File: config.mk
export PLATFORM = sky130hd
export DESIGN_NAME = en4t2_q
export DESIGN_NICKNAME = d
export VERILOG_FILES = /design/src/rtl/en4t2_q_pkg.sv /design/src/rtl/en4t2_pick.sv /design/src/rtl/en4t2_q.sv
export SDC_FILE = /design/constraint.sdc
export NUM_CORES = 1
export LEC_CHECK = 0
export CAP_MARGIN = 40
export CORE_AREA = 2 2 39 41
export DETAILED_ROUTE_END_ITERATION = 8
export DIE_AREA = 0 0 41 43
export PLACE_DENSITY = 0.65
export SLEW_MARGIN = 30
export SYNTH_ARGS = -nofsm -noshare
export SYNTH_HDL_FRONTEND = slang
export SYNTH_SLANG_ARGS = --single-unit
File: constraint.sdc
create_clock -name clk -period 2.3 [get_ports clk]
set_input_delay 0.575 -clock clk [delete_from_list [all_inputs] [get_ports clk]]
set_output_delay 0.575 -clock clk [all_outputs]
set_load 0.01 [all_outputs]
File: src/rtl/en4t2_q_pkg.sv
// Shared constants for the en4t2_q event queue and its picker.
package en4t2_q_pkg;
  localparam int unsigned CODE_W   = 2;
  localparam int unsigned N_SRC    = 4;
  localparam int unsigned RR_FIXED = 0;
  localparam int unsigned RR_ROUND = 1;
endpackage

File: src/rtl/en4t2_pick.sv
// Combinational masked priority picker: first set candidate searching upward from start, wrapping.
module en4t2_pick
  import en4t2_q_pkg::*;
(
  input  logic [N_SRC-1:0]  cand,
  input  logic [CODE_W-1:0] start,
  output logic [CODE_W-1:0] idx,
  output logic              any
);

  logic [CODE_W-1:0] pos;

  always_comb begin
    idx = '0;
    any = 1'b0;
    pos = '0;
    for (int k = 0; k < N_SRC; k++) begin
      pos = start + CODE_W'(k);
      if (!any && cand[pos]) begin
        any = 1'b1;
        idx = pos;
      end
    end
  end

endmodule

File: src/rtl/en4t2_q.sv
// Four-source event queue: sticky pending bits, one encoded grant per cycle, overflow flag.
module en4t2_q
  import en4t2_q_pkg::*;
#(
  parameter int unsigned RR = RR_FIXED
) (
  input  logic              clk,
  input  logic              rst_n,
  input  logic [N_SRC-1:0]  req,
  input  logic              clr_ovf,
  input  logic              rdy,
  output logic [CODE_W-1:0] code,
  output logic              vld,
  output logic [N_SRC-1:0]  pend,
  output logic              ovf
);

  logic              retire;
  logic              load;
  logic [N_SRC-1:0]  ret_mask;
  logic [N_SRC-1:0]  cand;
  logic [CODE_W-1:0] ptr;
  logic [CODE_W-1:0] start;
  logic [CODE_W-1:0] pick_idx;
  logic              pick_any;

  // The bit being retired is excluded so it cannot be re-granted on the same edge.
  always_comb begin
    retire   = vld & rdy;
    load     = ~vld | rdy;
    ret_mask = '0;
    if (retire) ret_mask[code] = 1'b1;
    cand  = pend & ~ret_mask;
    start = '0;
    if (RR == RR_ROUND) start = retire ? code + CODE_W'(1) : ptr + CODE_W'(1);
  end

  en4t2_pick u_pick (
    .cand  (cand),
    .start (start),
    .idx   (pick_idx),
    .any   (pick_any)
  );

  always_ff @(posedge clk or negedge rst_n) begin
    if (!rst_n) begin
      pend <= '0;
      vld  <= 1'b0;
      code <= '0;
      ovf  <= 1'b0;
      ptr  <= CODE_W'(N_SRC - 1);
    end else begin
      pend <= req | (pend & ~ret_mask);
      ovf  <= (|(req & pend & ~ret_mask)) | (ovf & ~clr_ovf);
      if (retire) ptr <= code;
      if (load) begin
        vld <= pick_any;
        if (pick_any) code <= pick_idx;
      end
    end
  end

endmodule

==> results.sh, run 1 <==
export IMPL_die_area_um2=1763
export IMPL_synth_ff_type="dfrtp_1"
export IMPL_p_comb_frac=0.331
export IMPL_min_period_over_period=0.8716
export IMPL_cts_buffers=3
export IMPL_postPlaceCellArea_um2=618.1
export IMPL_grt_pass1_wl_mm=1.490
export IMPL_crit_chain="clkdlybuf4s50_1"
export IMPL_drv_cap=0
export IMPL_gp_congestion=0.7816
export IMPL_netlist_top_cells_area="dfrtp_1, nor4b_4, buf_6"
export IMPL_start_util=0.3454
export IMPL_yosys_area_top_type_share=0.4188
export IMPL_power_density_nw_per_um2=771.0
export IMPL_chipWidth_um=41
export IMPL_antenna_cells=0
export IMPL_vias=427
export IMPL_final_max_slew_violation_count=0
export IMPL_finClkSkew_ns=0.003010
export IMPL_netlist_top_cells_count="dfrtp_1, nor2_1, nand2_1"
export IMPL_clockPowerShare=0.222
export IMPL_cp_max_fo=10
export IMPL_grt_pass1_vias=355
export IMPL_synth_most_common_cell="dfrtp_1"
export IMPL_pin_count=16
export IMPL_routed_wl_um=960
export IMPL_syn_cell_area_um2=478.0
export IMPL_port_buffers=15
export IMPL_hold_violations=0
export IMPL_antenna_left=0
export IMPL_path_clk_slew_ns=0.06
export IMPL_syn_num_nets=58
export IMPL_cts_root_buffer="clkbuf_4"
export IMPL_grt_antenna_before_repair=0
export IMPL_syn2layout_area_growth_pct=34.03
export IMPL_final_cells=81
export IMPL_grt_max_degree=12
export IMPL_timing_slew_headroom=0.7532
export IMPL_post_dp_hpwl_um=727.4
export IMPL_dp_cells=78
export IMPL_required_ns=1.73
export IMPL_drt_first_pass_iters=4
export IMPL_layout_nets=75
export IMPL_drt_iter0_drc=5
export IMPL_p_leak_nw=0.2570
export IMPL_cts_tree="done"
export IMPL_drcViolationCount=0
export IMPL_synth_area_leader_cell="dfrtp_1"
export IMPL_avgSynthCellArea_um2=9.559
export IMPL_post_cts_buffers=0
export IMPL_cpLargestDelayFamily="buffers and inverters"
export IMPL_ys_seq_area_frac=0.4188
export IMPL_die_h_um=43
export IMPL_p_sw_mw=0.1712
export IMPL_fin_setup_tns_ns=0
export IMPL_core_area_um2=1384
export IMPL_status="completed"
export IMPL_critical_path_class="flop to output port"
export IMPL_setup_viol=0
export IMPL_seqPwrFrac=0.447
export IMPL_ir_drop_v=0.0003649
export IMPL_final_util=0.4629
export IMPL_cts_resized=0
export IMPL_hp_class="flop to flop"
export IMPL_critPathCaptureType="output port"
export IMPL_min_path_cells=2
export IMPL_cts_buffer_depth=2
export IMPL_cts_sinks=8
export IMPL_htree_levels=1
export IMPL_grt_overflow_total=0
export IMPL_worstSetupStartpointType="flop"
export IMPL_gr_usage_all_layers=0.1303
export IMPL_finalInstanceArea_um2=640.6
export IMPL_path_buf_inv=1
export IMPL_fp_row_count=14
export IMPL_vias_per_cell=5.272
export IMPL_drive_above_1_share=0.07692
export IMPL_ys_ff_latch=8
export IMPL_critPathArrivalTime_ns=1.43
export IMPL_crit_slowest_cell="clkdlybuf4s50_1"
export IMPL_ys_types=26
export IMPL_rsz0062_at_grt="false"
export IMPL_synth_warning_count=0
export IMPL_crit_path_max_incr_delay_ns=0.61
export IMPL_fmax_mhz=498.8
export IMPL_cts_hold_fix_buffers=0
export IMPL_synthCells=50
export IMPL_p_int_mw=0.3227
export IMPL_cp_depth=1
export IMPL_synth_edf_count=0
export IMPL_async_flop_share=1.000
export IMPL_ff2ff_path_depth=4
export IMPL_worst_pin_slew_ns=0.3690
export IMPL_clock_latency_ns=0.25
export IMPL_finalCriticalPeriod_ns=2.005
export IMPL_swShare=0.3467
export IMPL_wire_per_inst_um=11.85
tightest hold or removal path, delay by kind of cell (launching register included):
family,cells,cell delay (ns)
and+or+nand+nor,1,0.08
AOI/OAI and AO/OA,1,0.07
DFF,1,0.34
power groups by stage:
stage	Clock (mW)	Sequential (mW)	Combinational, mW
after floorplan	0	0.202	0.121
after global placement	0	0.223	0.163
after detailed placement	0	0.222	0.164
after CTS	0.110	0.220	0.166
after global routing	0.114	0.228	0.178
final	0.110	0.221	0.164
cell families (layout without fill, tap and decap cells):
group | Yosys count | after routing | share of synthesized area
AOI/OAI and AO/OA | 10 | 10 | 0.1387
buffers and inverters | 5 | 20 | 0.07854
DFF | 8 | 8 | 0.4188
muxes | 2 | 2 | 0.04450
and+or+nand+nor | 25 | 25 | 0.3194
routing by layer:
layer | track usage | up-vias | routed length (µm)
li1 | - | 215 | -
met5 | 0 | - | 0
met1 | 0.1574 | 197 | 417
met2 | 0.1875 | 11 | 465
met3 | 0.03141 | 4 | 45
met4 | 0.1000 | 0 | 32
registers in the layout, summed over array words and instances (netlist names):
signal  count
code        2
ovf         1
pend        4
vld         1
stage by stage:
| step | hold WS [ns] | setup WS (ns) | total power [mW] |
|---|---|---|---|
| 5_1_grt | 0.5442 | 0.2421 | 0.5193 |
| 2_1_floorplan | 0.2794 | 0.8015 | 0.3233 |
| 3_3_place_gp | 0.5177 | 0.2816 | 0.3859 |
| 3_5_place_dp | 0.5184 | 0.2204 | 0.3860 |
| 6_report | 0.5192 | 0.2952 | 0.4939 |
| 4_1_cts | 0.5340 | 0.2937 | 0.4963 |
path summary, 6_finish.rpt:
kind | start | endpoint | slack (ns)
setup / recovery | code[0]$_DFFE_PN0P_ | code[0] | 0.30
hold / removal | ovf$_DFF_PN0_ | ovf$_DFF_PN0_ | 0.52
setup reg to reg | code[0]$_DFFE_PN0P_ | code[0]$_DFFE_PN0P_ | 0.70
hold reg to reg | ovf$_DFF_PN0_ | ovf$_DFF_PN0_ | 0.52
max in group asynchronous | rst_n | pend[0]$_DFF_PN0_ | 1.43
min in group asynchronous | rst_n | code[0]$_DFFE_PN0P_ | 0.60
placed cells by master, fill, tap and decap left out:
cell type        synthesis  final
nor3_1                   1      1
o211ai_1                 2      2
nor4b_4                  1      1
nand4_1                  2      2
o21ai_0                  1      1
nor2b_2                  1      1
inv_1                    2      2
nand4b_1                 1      1
mux2i_1                  1      1
nand3_1                  3      3
clkbuf_4                 0      3
a21o_1                   1      1
dfrtp_1                  8      8
clkdlybuf4s50_1          0     15
a32oi_1                  1      1
o22ai_1                  1      1
nor2_1                   6      6
a21oi_1                  3      3
or2_1                    1      1
nor4_1                   1      1
and3_1                   1      1
nor4bb_1                 1      1
mux2_1                   1      1
nand2_1                  4      4
o31a_1                   1      1
nand2b_1                 2      2
area by class of cell:
class / count / area [µm²]
Fill cell: 139 / 743.2
Multi-Input combinational cell: 37 / 240.2
Sequential cell: 8 / 200.2
Timing Repair Buffer: 15 / 150.1
Clock buffer: 3 / 22.52
Tap cell: 16 / 20.02
Inverter: 2 / 7.507
Power figures use the tool's default switching activity.
==> run 2, diff against run 1 <==
--- a/config.mk
+++ b/config.mk
@@ -6,9 +6,9 @@
 export NUM_CORES = 1
 export LEC_CHECK = 0
 export CAP_MARGIN = 40
-export CORE_AREA = 2 2 39 41
+export CORE_AREA = 10 10 47 49
 export DETAILED_ROUTE_END_ITERATION = 8
-export DIE_AREA = 0 0 41 43
+export DIE_AREA = 0 0 57 59
 export PLACE_DENSITY = 0.65
 export SLEW_MARGIN = 30
 export SYNTH_ARGS = -nofsm -noshare
==> run 2 against run 1 <==
  * Core utilization is 0.58 points lower
  * Power is 0.72% higher
  * Clock skew is 0.0015 ns higher
  * Highest routed layer unchanged
==> results.sh, run 2 (synthesized netlist as in run 1, its figures left out) <==
export IMPL_status="completed"
export IMPL_max_flop_register="pend"
export IMPL_vias_per_cell=5.383
export IMPL_crit_slowest_cell="clkdlybuf4s50_1"
export IMPL_cts_hold_fix_buffers=0
export IMPL_ir_drop_v=0.0003347
export IMPL_core_area_um2=1401
export IMPL_p_leak_nw=0.2570
export IMPL_clock_latency_ns=0.25
export IMPL_post_cts_buffers=0
export IMPL_cts_buffer_depth=2
export IMPL_cts_tree="done"
export IMPL_syn2layout_area_growth_pct=34.03
export IMPL_pin_count=16
export IMPL_grt_overflow_total=0
export IMPL_setup_viol=0
export IMPL_cpLargestDelayFamily="buffers and inverters"
export IMPL_start_util=0.3411
export IMPL_grt_pass1_vias=429
export IMPL_critical_path_class="flop to output port"
export IMPL_hold_violations=0
export IMPL_timing_slew_headroom=0.7370
export IMPL_drv_cap=0
export IMPL_worstSetupStartpointType="flop"
export IMPL_min_period_over_period=0.8822
export IMPL_cts_buffers=3
export IMPL_finalCriticalPeriod_ns=2.029
export IMPL_critPathArrivalTime_ns=1.45
export IMPL_htree_levels=1
export IMPL_whs_ns=0.5142
export IMPL_reg_largest_list="pend: 4 flops, code: 2 flops"
export IMPL_dp_slack_ns=0.2283
export IMPL_hold_path_endpoint="ovf$_DFF_PN0_"
export IMPL_hold_start="ovf$_DFF_PN0_"
export IMPL_fmax_mhz=492.8
export IMPL_grt_antenna_before_repair=0
export IMPL_final_cells=81
export IMPL_drcViolationCount=0
export IMPL_fin_setup_tns_ns=0
export IMPL_rsz0062_at_grt="false"
export IMPL_rrSetupSlack_ns=0.71
export IMPL_post_dp_hpwl_um=879.4
export IMPL_final_common_cell="clkdlybuf4s50_1"
export IMPL_largest_reg_flops=4
export IMPL_cp_max_fo=10
export IMPL_crit_path_max_incr_delay_ns=0.62
export IMPL_finClkSkew_ns=0.004493
export IMPL_cts_resized=0
export IMPL_drive_above_1_share=0.07692
export IMPL_crit_chain="clkdlybuf4s50_1"
export IMPL_port_buffers=15
export IMPL_dp_cells=78
export IMPL_cts_root_buffer="clkbuf_4"
export IMPL_wire_per_inst_um=14.30
export IMPL_cts_sinks=8
export IMPL_ff2ff_path_depth=4
export IMPL_power_density_nw_per_um2=776.6
export IMPL_drt_first_pass_iters=4
export IMPL_grt_max_degree=12
export IMPL_path_clk_slew_ns=0.06
export IMPL_die_h_um=59
export IMPL_layout_common_cells="clkdlybuf4s50_1, dfrtp_1, nor2_1, nand2_1"
export IMPL_drt_iter0_drc=6
export IMPL_die_area_um2=3363
export IMPL_critPathCaptureType="output port"
export IMPL_antenna_cells=0
export IMPL_vias=436
export IMPL_hp_class="flop to flop"
export IMPL_min_path_cells=2
export IMPL_layout_nets=75
export IMPL_fp_row_count=14
export IMPL_chipWidth_um=57
export IMPL_worst_pin_slew_ns=0.3946
export IMPL_routed_wl_mm=1.158
export IMPL_grt_pass1_wl_mm=2.001
export IMPL_gp_congestion=0.8167
export IMPL_final_max_slew_violation_count=0
export IMPL_antenna_left=0
export IMPL_r2r_end="code[0]$_DFFE_PN0P_"
export IMPL_reg2reg_from="code[0]$_DFFE_PN0P_"
export IMPL_final_util=0.4571
export IMPL_worst_slack_ns=0.2710
export IMPL_path_buf_inv=1
export IMPL_required_ns=1.73
export IMPL_gr_usage_all_layers=0.07565
==> run 2: cell counts in the layout (fill, tap and decap cells not counted) <==
Identical to the previous run, type by type.
==> run 2: area by class of cell <==
type                            count  area [µm²]
Multi-Input combinational cell     37       240.2
Inverter                            2       7.507
Fill cell                         153       760.7
Sequential cell                     8       200.2
Timing Repair Buffer               15       150.1
Tap cell                           16       20.02
Clock buffer                        3       22.52
==> run 2: worst min-delay path, stage by stage, from the launching register on <==
cell and delay, ns:
dfrtp_1 0.34, a32oi_1 0.06, nand4_1 0.08
==> run 2: report_power, final <==
group	internal, mW	switching (mW)
clock network	0.0599	0.0498
logic	0.0983	0.0660
registers	0.164	0.0590
total	0.323	0.175
==> run 2: how the worst max path moves through the flow <==
stage          cells past startpoint                  end                start
2_1_floorplan                      5  code[0]$_DFFE_PN0P_      vld$_DFFE_PN0P_
3_3_place_gp                       5  code[0]$_DFFE_PN0P_                  rdy
3_5_place_dp                       5  code[0]$_DFFE_PN0P_                  rdy
4_1_cts                            1              code[0]  code[0]$_DFFE_PN0P_
5_1_grt                            1              code[0]  code[0]$_DFFE_PN0P_
6_report                           1              code[0]  code[0]$_DFFE_PN0P_
==> run 2: per-layer routing <==
metal,up-vias,global-route usage,routed length (µm)
met5,-,0,0
met4,0,0.06040,13
met3,2,0.03433,87
met2,12,0.1101,566
met1,208,0.08333,491
li1,214,-,-
==> run 2: metrics by stage <==
stage / cell area [µm²] / total power [mW]
after global placement: 618.1 / 0.3895
after detailed placement: 618.1 / 0.3903
after floorplan: 478.0 / 0.3233
after global routing: 640.6 / 0.5367
final: 640.6 / 0.4975
after CTS: 640.6 / 0.5030
